**config.mk**
```make
export PLATFORM = sky130hd
export DESIGN_NAME = local_velocity
export DESIGN_NICKNAME = d
export VERILOG_FILES = /design/src/rtl/local_velocity.sv
export SDC_FILE = /design/constraint.sdc
export NUM_CORES = 2
export LEC_CHECK = 0
export BUFFER_PORTS_ARGS = -buffer_cell sky130_fd_sc_hd__buf_4
export CORE_ASPECT_RATIO = 0.8
export CORE_MARGIN = 2
export CORE_UTILIZATION = 30
export DETAILED_ROUTE_END_ITERATION = 8
export PLACE_DENSITY_LB_ADDON = 0.2
export SKIP_CTS_REPAIR_TIMING = 1
export SKIP_LAST_GASP = 1
export SLEW_MARGIN = 20
export SYNTH_ARGS = -nofsm -noshare
export SYNTH_HDL_FRONTEND = slang
export SYNTH_SLANG_ARGS = --single-unit
```
**constraint.sdc**
```tcl
create_clock -name LOCAL_VELOCITY_CLOCK_50 -period 8.3 [get_ports LOCAL_VELOCITY_CLOCK_50]
set_clock_uncertainty 0.15 [all_clocks]
set_input_delay 1.245 -clock LOCAL_VELOCITY_CLOCK_50 [delete_from_list [all_inputs] [get_ports LOCAL_VELOCITY_CLOCK_50]]
set_output_delay 1.245 -clock LOCAL_VELOCITY_CLOCK_50 [all_outputs]
set_load 0.01 [all_outputs]
```
**src/rtl/local_velocity.sv**
```systemverilog
// World-to-body velocity rotation using an iterative CORDIC, one micro-rotation per clock.
// Build option: define LOCAL_VELOCITY_SAT_EN to clamp scaled outputs instead of wrapping.
module local_velocity #(
   parameter int N_WIDTH    = 32,
   parameter int Q_WIDTH    = 15,
   parameter int ITERATIONS = 16
) (
   input  logic               LOCAL_VELOCITY_CLOCK_50,
   input  logic               LOCAL_VELOCITY_RESET_InLow,
   input  logic               LOCAL_VELOCITY_READY_In,
   input  logic [N_WIDTH-1:0] LOCAL_VELOCITY_VX_GLOBAL_InBus,
   input  logic [N_WIDTH-1:0] LOCAL_VELOCITY_VY_GLOBAL_InBus,
   input  logic [N_WIDTH-1:0] LOCAL_VELOCITY_WZ_GLOBAL_InBus,
   input  logic [N_WIDTH-1:0] LOCAL_VELOCITY_THETA_InBus,
   output logic               LOCAL_VELOCITY_BUSY_Out,
   output logic               LOCAL_VELOCITY_DONE_Out,
   output logic [N_WIDTH-1:0] LOCAL_VELOCITY_VX_LOCAL_OutBus,
   output logic [N_WIDTH-1:0] LOCAL_VELOCITY_VY_LOCAL_OutBus,
   output logic [N_WIDTH-1:0] LOCAL_VELOCITY_WZ_LOCAL_OutBus
);

   localparam int XW  = N_WIDTH + 2;
   localparam int PW  = XW + Q_WIDTH + 2;
   localparam int ITW = $clog2(ITERATIONS + 1);

   localparam logic signed [XW-1:0] DEG90  = XW'(90 * (2 ** Q_WIDTH));
   localparam logic signed [XW-1:0] DEG180 = XW'(180 * (2 ** Q_WIDTH));
   localparam logic signed [XW-1:0] DEG360 = XW'(360 * (2 ** Q_WIDTH));

   localparam int K_INT = $rtoi(0.607253 * (2.0 ** Q_WIDTH) + 0.5);
   localparam logic signed [PW-1:0] K = PW'(K_INT);

`ifdef LOCAL_VELOCITY_SAT_EN
   localparam logic signed [PW-1:0] MAXV = PW'($signed({1'b0, {(N_WIDTH-1){1'b1}}}));
   localparam logic signed [PW-1:0] MINV = PW'($signed({1'b1, {(N_WIDTH-1){1'b0}}}));
`endif

   // atan(2^-i) in degrees, Q_WIDTH fraction; Taylor series converges fast for i >= 1
   function automatic int atanDeg(input int i);
      real t, x2, term, sum, den;
      if (i == 0) return 45 * (2 ** Q_WIDTH);
      t = 1.0;
      for (int k = 0; k < i; k++) t = t / 2.0;
      x2   = t * t;
      term = t;
      sum  = 0.0;
      den  = 1.0;
      for (int k = 0; k < 40; k++) begin
         sum  = (k % 2 == 0) ? sum + term / den : sum - term / den;
         term = term * x2;
         den  = den + 2.0;
      end
      return $rtoi(sum * 180.0 / 3.14159265358979 * (2.0 ** Q_WIDTH) + 0.5);
   endfunction

   function automatic logic [N_WIDTH-1:0] fitOut(input logic signed [PW-1:0] v);
`ifdef LOCAL_VELOCITY_SAT_EN
      if (v > MAXV) return {1'b0, {(N_WIDTH-1){1'b1}}};
      if (v < MINV) return {1'b1, {(N_WIDTH-1){1'b0}}};
`endif
      return v[N_WIDTH-1:0];
   endfunction

   logic signed [XW-1:0] atanTable [2**ITW];
   for (genvar g = 0; g < 2**ITW; g++) begin : genAtan
      localparam int A = (g < ITERATIONS) ? atanDeg(g) : 0;
      assign atanTable[g] = XW'(A);
   end

   typedef enum logic [1:0] {StIdle, StReduce, StRotate, StScale} state_e;

   state_e               stateQ, stateD;
   logic signed [XW-1:0] xQ, xD, yQ, yD, zQ, zD;
   logic [ITW-1:0]       iterQ, iterD;
   logic [N_WIDTH-1:0]   wzQ, wzD;
   logic [N_WIDTH-1:0]   vxOutQ, vxOutD, vyOutQ, vyOutD, wzOutQ, wzOutD;
   logic                 doneQ, doneD;
   logic signed [XW-1:0] zr, xs, ys;

   always_ff @(posedge LOCAL_VELOCITY_CLOCK_50 or negedge LOCAL_VELOCITY_RESET_InLow) begin
      if (!LOCAL_VELOCITY_RESET_InLow) begin
         stateQ <= StIdle;
         xQ     <= '0;
         yQ     <= '0;
         zQ     <= '0;
         iterQ  <= '0;
         wzQ    <= '0;
         vxOutQ <= '0;
         vyOutQ <= '0;
         wzOutQ <= '0;
         doneQ  <= 1'b0;
      end else begin
         stateQ <= stateD;
         xQ     <= xD;
         yQ     <= yD;
         zQ     <= zD;
         iterQ  <= iterD;
         wzQ    <= wzD;
         vxOutQ <= vxOutD;
         vyOutQ <= vyOutD;
         wzOutQ <= wzOutD;
         doneQ  <= doneD;
      end
   end

   always_comb begin
      stateD = stateQ;
      xD     = xQ;
      yD     = yQ;
      zD     = zQ;
      iterD  = iterQ;
      wzD    = wzQ;
      vxOutD = vxOutQ;
      vyOutD = vyOutQ;
      wzOutD = wzOutQ;
      doneD  = 1'b0;
      zr     = '0;
      xs     = '0;
      ys     = '0;
      unique case (stateQ)
         StIdle: begin
            if (LOCAL_VELOCITY_READY_In) begin
               xD     = XW'($signed(LOCAL_VELOCITY_VX_GLOBAL_InBus));
               yD     = XW'($signed(LOCAL_VELOCITY_VY_GLOBAL_InBus));
               zD     = XW'($signed(LOCAL_VELOCITY_THETA_InBus));
               wzD    = LOCAL_VELOCITY_WZ_GLOBAL_InBus;
               stateD = StReduce;
            end
         end
         StReduce: begin
            // Bring -theta into [-90, 90]; a half-turn is folded in by negating x and y
            zr = -zQ;
            if (zr >= DEG180) zr = zr - DEG360;
            else if (zr < -DEG180) zr = zr + DEG360;
            if (zr > DEG90) begin
               xD = -xQ;
               yD = -yQ;
               zr = zr - DEG180;
            end else if (zr < -DEG90) begin
               xD = -xQ;
               yD = -yQ;
               zr = zr + DEG180;
            end
            zD     = zr;
            iterD  = '0;
            stateD = StRotate;
         end
         StRotate: begin
            xs = xQ >>> iterQ;
            ys = yQ >>> iterQ;
            if (!zQ[XW-1]) begin
               xD = xQ - ys;
               yD = yQ + xs;
               zD = zQ - atanTable[iterQ];
            end else begin
               xD = xQ + ys;
               yD = yQ - xs;
               zD = zQ + atanTable[iterQ];
            end
            iterD = iterQ + 1'b1;
            if (iterQ == ITW'(ITERATIONS - 1)) stateD = StScale;
         end
         StScale: begin
            vxOutD = fitOut((PW'(xQ) * K) >>> Q_WIDTH);
            vyOutD = fitOut((PW'(yQ) * K) >>> Q_WIDTH);
            wzOutD = wzQ;
            doneD  = 1'b1;
            stateD = StIdle;
         end
         default: stateD = StIdle;
      endcase
   end

   assign LOCAL_VELOCITY_BUSY_Out        = (stateQ != StIdle);
   assign LOCAL_VELOCITY_DONE_Out        = doneQ;
   assign LOCAL_VELOCITY_VX_LOCAL_OutBus = vxOutQ;
   assign LOCAL_VELOCITY_VY_LOCAL_OutBus = vyOutQ;
   assign LOCAL_VELOCITY_WZ_LOCAL_OutBus = wzOutQ;

endmodule

```
Yosys cells after proc, flatten, opt, wreduce, memory -nomap -nowiden
Memories as Yosys holds them, arrays and structs flattened. Index checks and enable logic that the tools add are counted.

Output and inout port bits: 98. Word-level logic and storage cells: 75. Memory bits (read-only): 1088. Memories kept: 1. Bits of input ports: 131. Bits in registers: 238.

Bitwise logic cells: 1. Equality and inequality tests: 7. Magnitude comparators: 5. Multiply operators: 2. Reductions and logical operators: 8. $add $sub $neg: 14. Muxes and demuxes: 25. Shifts and indexed selects: 2.

Memories: (no name shown) (words 32, width 34, read ports 1, clocked after Yosys merged registers in 0, write ports 0, RTL line 158) `zD = zQ + atanTable[iterQ];`.

Operator list (count): 34-bit two-way mux (17); 34-bit one-hot mux with 3 select lines (3); 34-bit adder (3); 34-bit negation (3); 34-bit subtractor (3); 34-bit by 15-bit multiplier with 46-bit output (second input constant) (2); 34-bit by 5-bit >>> shifter with 34-bit output (2); 34-bit by 24-bit adder with 34-bit output (second input constant) (1); 34-bit by 25-bit adder with 34-bit output (second input constant) (1); 34-bit by 24-bit >= comparator with 1-bit output (second input constant) (1); 34-bit by 23-bit > comparator with 1-bit output (second input constant) (1); 34-bit by 23-bit < comparator with 1-bit output (second input constant) (1); 34-bit by 24-bit < comparator with 1-bit output (second input constant) (1); 34-bit by 24-bit subtractor with 34-bit output (second input constant) (1); 34-bit by 25-bit subtractor with 34-bit output (second input constant) (1); 5-bit one-hot mux with 2 select lines (1); 2-bit one-hot mux with 4 select lines (1); 6-bit >= comparator (second input constant) (1); 5-bit inverter with 6-bit output (1); 2-bit AND reduction (3); 5-bit by 1-bit adder with 5-bit output (second input constant) (1); 5-bit by 4-bit equality test with 1-bit output (second input constant) (1); 2-bit equality test (second input constant) (2); 2-bit two-way mux (2); other kinds (8) (10).

Depth between registers and ports, before layout
Depth after elaboration: 9. Mapped depth: 33. Depth with buffers taken out: 28.

Worst setup path after synthesis
Ideal clock, no wire load.

Path type: register -> register. Start point: register iterQ[2]. End point: register zQ[33]. Required time: 8068 ps. Setup time: 82 ps. Buffers on the path: 7. Data arrival time: 7278 ps. Clock period less this slack: 7510 ps. Path slack: 790 ps. Stages on the path, launching flop included: 33. Cell sequence: dfrtp_1 buf_2 clkinv_1 buf_1 clkbuf_1 buf_2 buf_2 clkbuf_1 nor2_1 a211oi_1 a211oi_1 inv_1 ha_1 nor3b_1 nor4bb_1 clkbuf_1 a21oi_1 xor2_1 ha_1 a21oi_1 nor2b_1 or3_1 or4_1 a311oi_1 o21bai_1 a21oi_1 o21ai_0 o41a_1 a21o_1 a21oi_1 xnor2_1 nand2_1 a31oi_1.

Longest elaborated chain between the ends: 7. Elaborated cells on any way between the ends: 8. Classes of those cells: 2 x add/sub; 4 x mux; 1 x bitwise; 1 x memory.

Ends and longest elaborated chain: from (decl) (RTL line 74) `logic [ITW-1:0] iterQ, iterD;`; from (signal assigned) (RTL line 97) `iterQ <= iterD;`; 5-bit inverter with 6-bit output (not written as such) (*) (RTL line 154, 158); memory 32 x 34 bit (*); 34-bit two-way mux (not written as such) (*) (2 in a row) (RTL line 158); 34-bit subtractor / 34-bit adder (equally long branches) (RTL line 154, 158); 34-bit two-way mux (*) (RTL line 151) `if (!zQ[XW-1]) begin`; 34-bit one-hot mux with 3 select lines (*) (RTL line 120) `unique case (stateQ)`; to (signal assigned) (RTL line 96) `zQ <= zD;`; to (decl) (RTL line 73) `logic signed [XW-1:0] xQ, xD, yQ, yD, zQ, zD;`.

Every way passes the cells marked *; elsewhere a longest branch is shown, timed or not. The select of a mux whose other input is x is not followed. A chain may end at the register's enable or synchronous reset.

Final worst setup path
Start point: register xQ[2]. End point: register vxOutQ[31], in the netlist LOCAL_VELOCITY_VX_LOCAL_OutBus[31].

Longest elaborated chain between the ends: 1.

Ends and longest elaborated chain: from (decl) (RTL line 73); from (signal assigned) (RTL line 83) `xQ <= '0;`; from (signal assigned) (RTL line 94) `xQ <= xD;`; 34-bit by 15-bit multiplier with 46-bit output (RTL line 164) `vxOutD = fitOut((PW'(xQ) * K) >>> Q_WIDTH);`; to (signal assigned) (RTL line 99) `vxOutQ <= vxOutD;`; to (decl) (RTL line 76) `logic [N_WIDTH-1:0] vxOutQ, vxOutD, vyOutQ, vyOutD, wzOutQ, wzOutD;`.

Every way passes these cells.

==> out/results.tsv <==
stage	metric	value	unit
outcome	status	finished clean	
clock_network	Reg clk slew, reported paths	60	ps
grt	GRT overflow	0	
final_layout	NumNets Final	6050	
timing	Min Hold Slack	333	ps
setup_path	most frequent CP cell	inv_1	
detailed_routing	drt pass-1 iters	5	
clock_network	root buffer cell	clkbuf_16	
grt	initial antenna violation count	2	
setup_path	CP Class	flop to flop	
timing	worst relative slew slack	0.396	
detailed_routing	drt via density	5.00	
final_layout	layout cell share with drive strength beyond 1	0.134	
hold_path	worst hold path type	flop to flop	
die	Core Rows	125	
detailed_routing	Routed wire per std cell	20.0	um
setup_path	Buf/Inv on CP	6	
die	IO Pins	229	
grt	largest net degree at the start of global routing	118	
grt	M3 GR Usage	0.0245	
yosys	Post-synth EDFFs	0	
grt	first-pass GRT wire length	215	mm
yosys	top_reg_cell synth	dfrtp_1	
timing	unrepaired setup endpoints after global routing	false	
detailed_routing	drt drc	0	
placed_design	GP Congestion	0.932	
clock_network	clk buf depth	3	
yosys	asr flop ratio synth	1.00	
timing	min cycle time layout	7630	ps
die	CORE AREA	145000	um^2
timing	Hold Violations, Final	0	
detailed_routing	remaining antenna violation count after routing	0	
die	die area	149000	um^2
die	Starting Density	0.301	
yosys	Mapped Cells	4759	
detailed_routing	drt total wl	137	mm
yosys	post-synthesis sequential area ratio	0.136	
yosys	Yosys warning count	0	
final_layout	most common cell after layout, fill and taps aside	inv_1	
final_layout	most frequent cells in the layout	inv_1 (873), ha_1 (524), fa_1 (463)	
yosys	syn_area_per_cell	9.19	um^2
clock_network	Sinks on Clock Net	238	
placed_design	dpl hpwl	111	mm
setup_path	CP Capture Type	flop	
yosys	Cell variety after synth	101	
grt	GRT met1 Usage	0.284	
grt	GRT Total Usage	0.185	
setup_path	Max stage delay cell, worst path	a2111oi_1	
setup_path	worst path required time	8640	ps
yosys	Cell Area, Synth	43700	um^2
detailed_routing	Starting DRT DRC Count	2505	
setup_path	Startpoint Class	flop	
detailed_routing	total number of vias	34278	
timing	number of setup violations in the final report	0	
setup_path	crit path DAT	7970	ps
yosys	top-area cell type share of the netlist area	0.212	
timing	crit share post-route	0.919	
timing	Tightest Pin Transition	903	ps
grt	GRT Max-Usage Layer	met1	
setup_path	Max stage delay on crit path	700	ps
clock_network	Skew-Pair Late Insertion Delay	620	ps
yosys	dominant cell type by area after synthesis	fa_1	
die	chip width	431	um
yosys	synth top area cells	fa_1 (21%), ha_1 (15%), dfrtp_1 (14%), inv_1 (7.5%), xnor2_1 (4.7%)	
timing	final setup margin	673	ps
yosys	number of synthesized register bits	238	
timing	fmax	0.131	GHz
grt	vias in the first global route	34746	
final_layout	Layout area overhead	12.0	%
clock_network	H-tree levels	2	
placed_design	# port buffers	228	
run	MaxCap Viol Count	0	
setup_path	Worst Path Max Fanout	12	
clock_network	CTS buffer count	36	
clock_network	TritonCTS clock tree	done	
timing	final slew viol count	0	
setup_path	CP delay by family, top	compound AO/OA/AOI/OAI gates	
placed_design	Placement Setup Slack	533	ps
timing	TNS Setup	0	ps
grt	met2 usage	0.274	
die	Die H	345	um
yosys	syn_nets	5881	
[metal layers]
metal / wire [um] / part of all wire / vias up
met1: 69100 / 0.50 / 17047
met5: 0 / 0 / -
met3: 6590 / 0.048 / 100
met2: 58700 / 0.43 / 729
li1: - / - / 16402
met4: 2520 / 0.018 / 0
[sequential cells by signal, summed over array words and instances (netlist names)]
name                            count
LOCAL_VELOCITY_WZ_LOCAL_OutBus     32
stateQ                              2
yQ                                 34
LOCAL_VELOCITY_DONE_Out             1
iterQ                               5
LOCAL_VELOCITY_VY_LOCAL_OutBus     32
xQ                                 34
LOCAL_VELOCITY_VX_LOCAL_OutBus     32
zQ                                 34
wzQ                                32
[synth_stat cells (all sizes together) (39+ instances only)]
library cell    n
a221oi         59
mux4           88
nor2b          39
xnor2         234
a21oi         230
inv           874
fa            463
buf            66
dfrtp         238
clkbuf        106
o31ai          79
ha            528
xor2           93
nor3           85
o21ai         163
a21o           70
and2           39
mux2          149
mux2i          52
and3           47
nor2          265
nand3          57
o21a           39
nand2         279
[path summary, 6_finish.rpt]
path / from / endpoint / slack [ps] / depth (start not counted)
worst min-delay path: LOCAL_VELOCITY_VY_LOCAL_OutBus[14]$_DFFE_PN0P_ / LOCAL_VELOCITY_VY_LOCAL_OutBus[14]$_DFFE_PN0P_ / 330 / 1
worst min register to register: LOCAL_VELOCITY_VY_LOCAL_OutBus[14]$_DFFE_PN0P_ / LOCAL_VELOCITY_VY_LOCAL_OutBus[14]$_DFFE_PN0P_ / 330 / 1
min in group asynchronous: LOCAL_VELOCITY_RESET_InLow / LOCAL_VELOCITY_VY_LOCAL_OutBus[16]$_DFFE_PN0P_ / 430 / 1
max in group asynchronous: LOCAL_VELOCITY_RESET_InLow / wzQ[5]$_DFFE_PN0P_ / 6440 / 2
worst max-delay path: xQ[2]$_DFFE_PN0P_ / LOCAL_VELOCITY_VX_LOCAL_OutBus[31]$_DFFE_PN0P_ / 670 / 27
worst max register to register: xQ[2]$_DFFE_PN0P_ / LOCAL_VELOCITY_VX_LOCAL_OutBus[31]$_DFFE_PN0P_ / 670 / 27
[stage by stage]
stage	utilization	cell area, um^2	std cells
finish	0.338	48900	6861
detailed placement	0.329	47800	6795
global route	0.338	48900	6860
CTS	0.338	48900	6859
global placement	0.329	47800	6795
floorplan	-	43700	4759
[kinds of logic after synthesis]
logic type | Yosys count | share of synthesized area
AO/OA/AOI/OAI | 890 | 0.137
XOR/XNOR | 327 | 0.0659
adder cells (fa/ha/maj) | 991 | 0.363
buffers and inverters | 1051 | 0.0928
flip-flops | 238 | 0.136
multiplexers | 289 | 0.0956
AND/OR/NAND/NOR | 973 | 0.109
[layout make-up]
type                    count  area [um^2]
multi-input cells        3470        33800
repair buffers            303         2340
inverters                 879         3300
diodes                      2         5.00
flip-flops and latches    238         5970
fillers                 15045        96000
clock buffers              52         1020
well taps                1905         2380
clock inverters            12          153
Power is left out: the tool's default activity adds up to more than one toggle a clock period on the data nets, which glitch-free logic cannot reach.
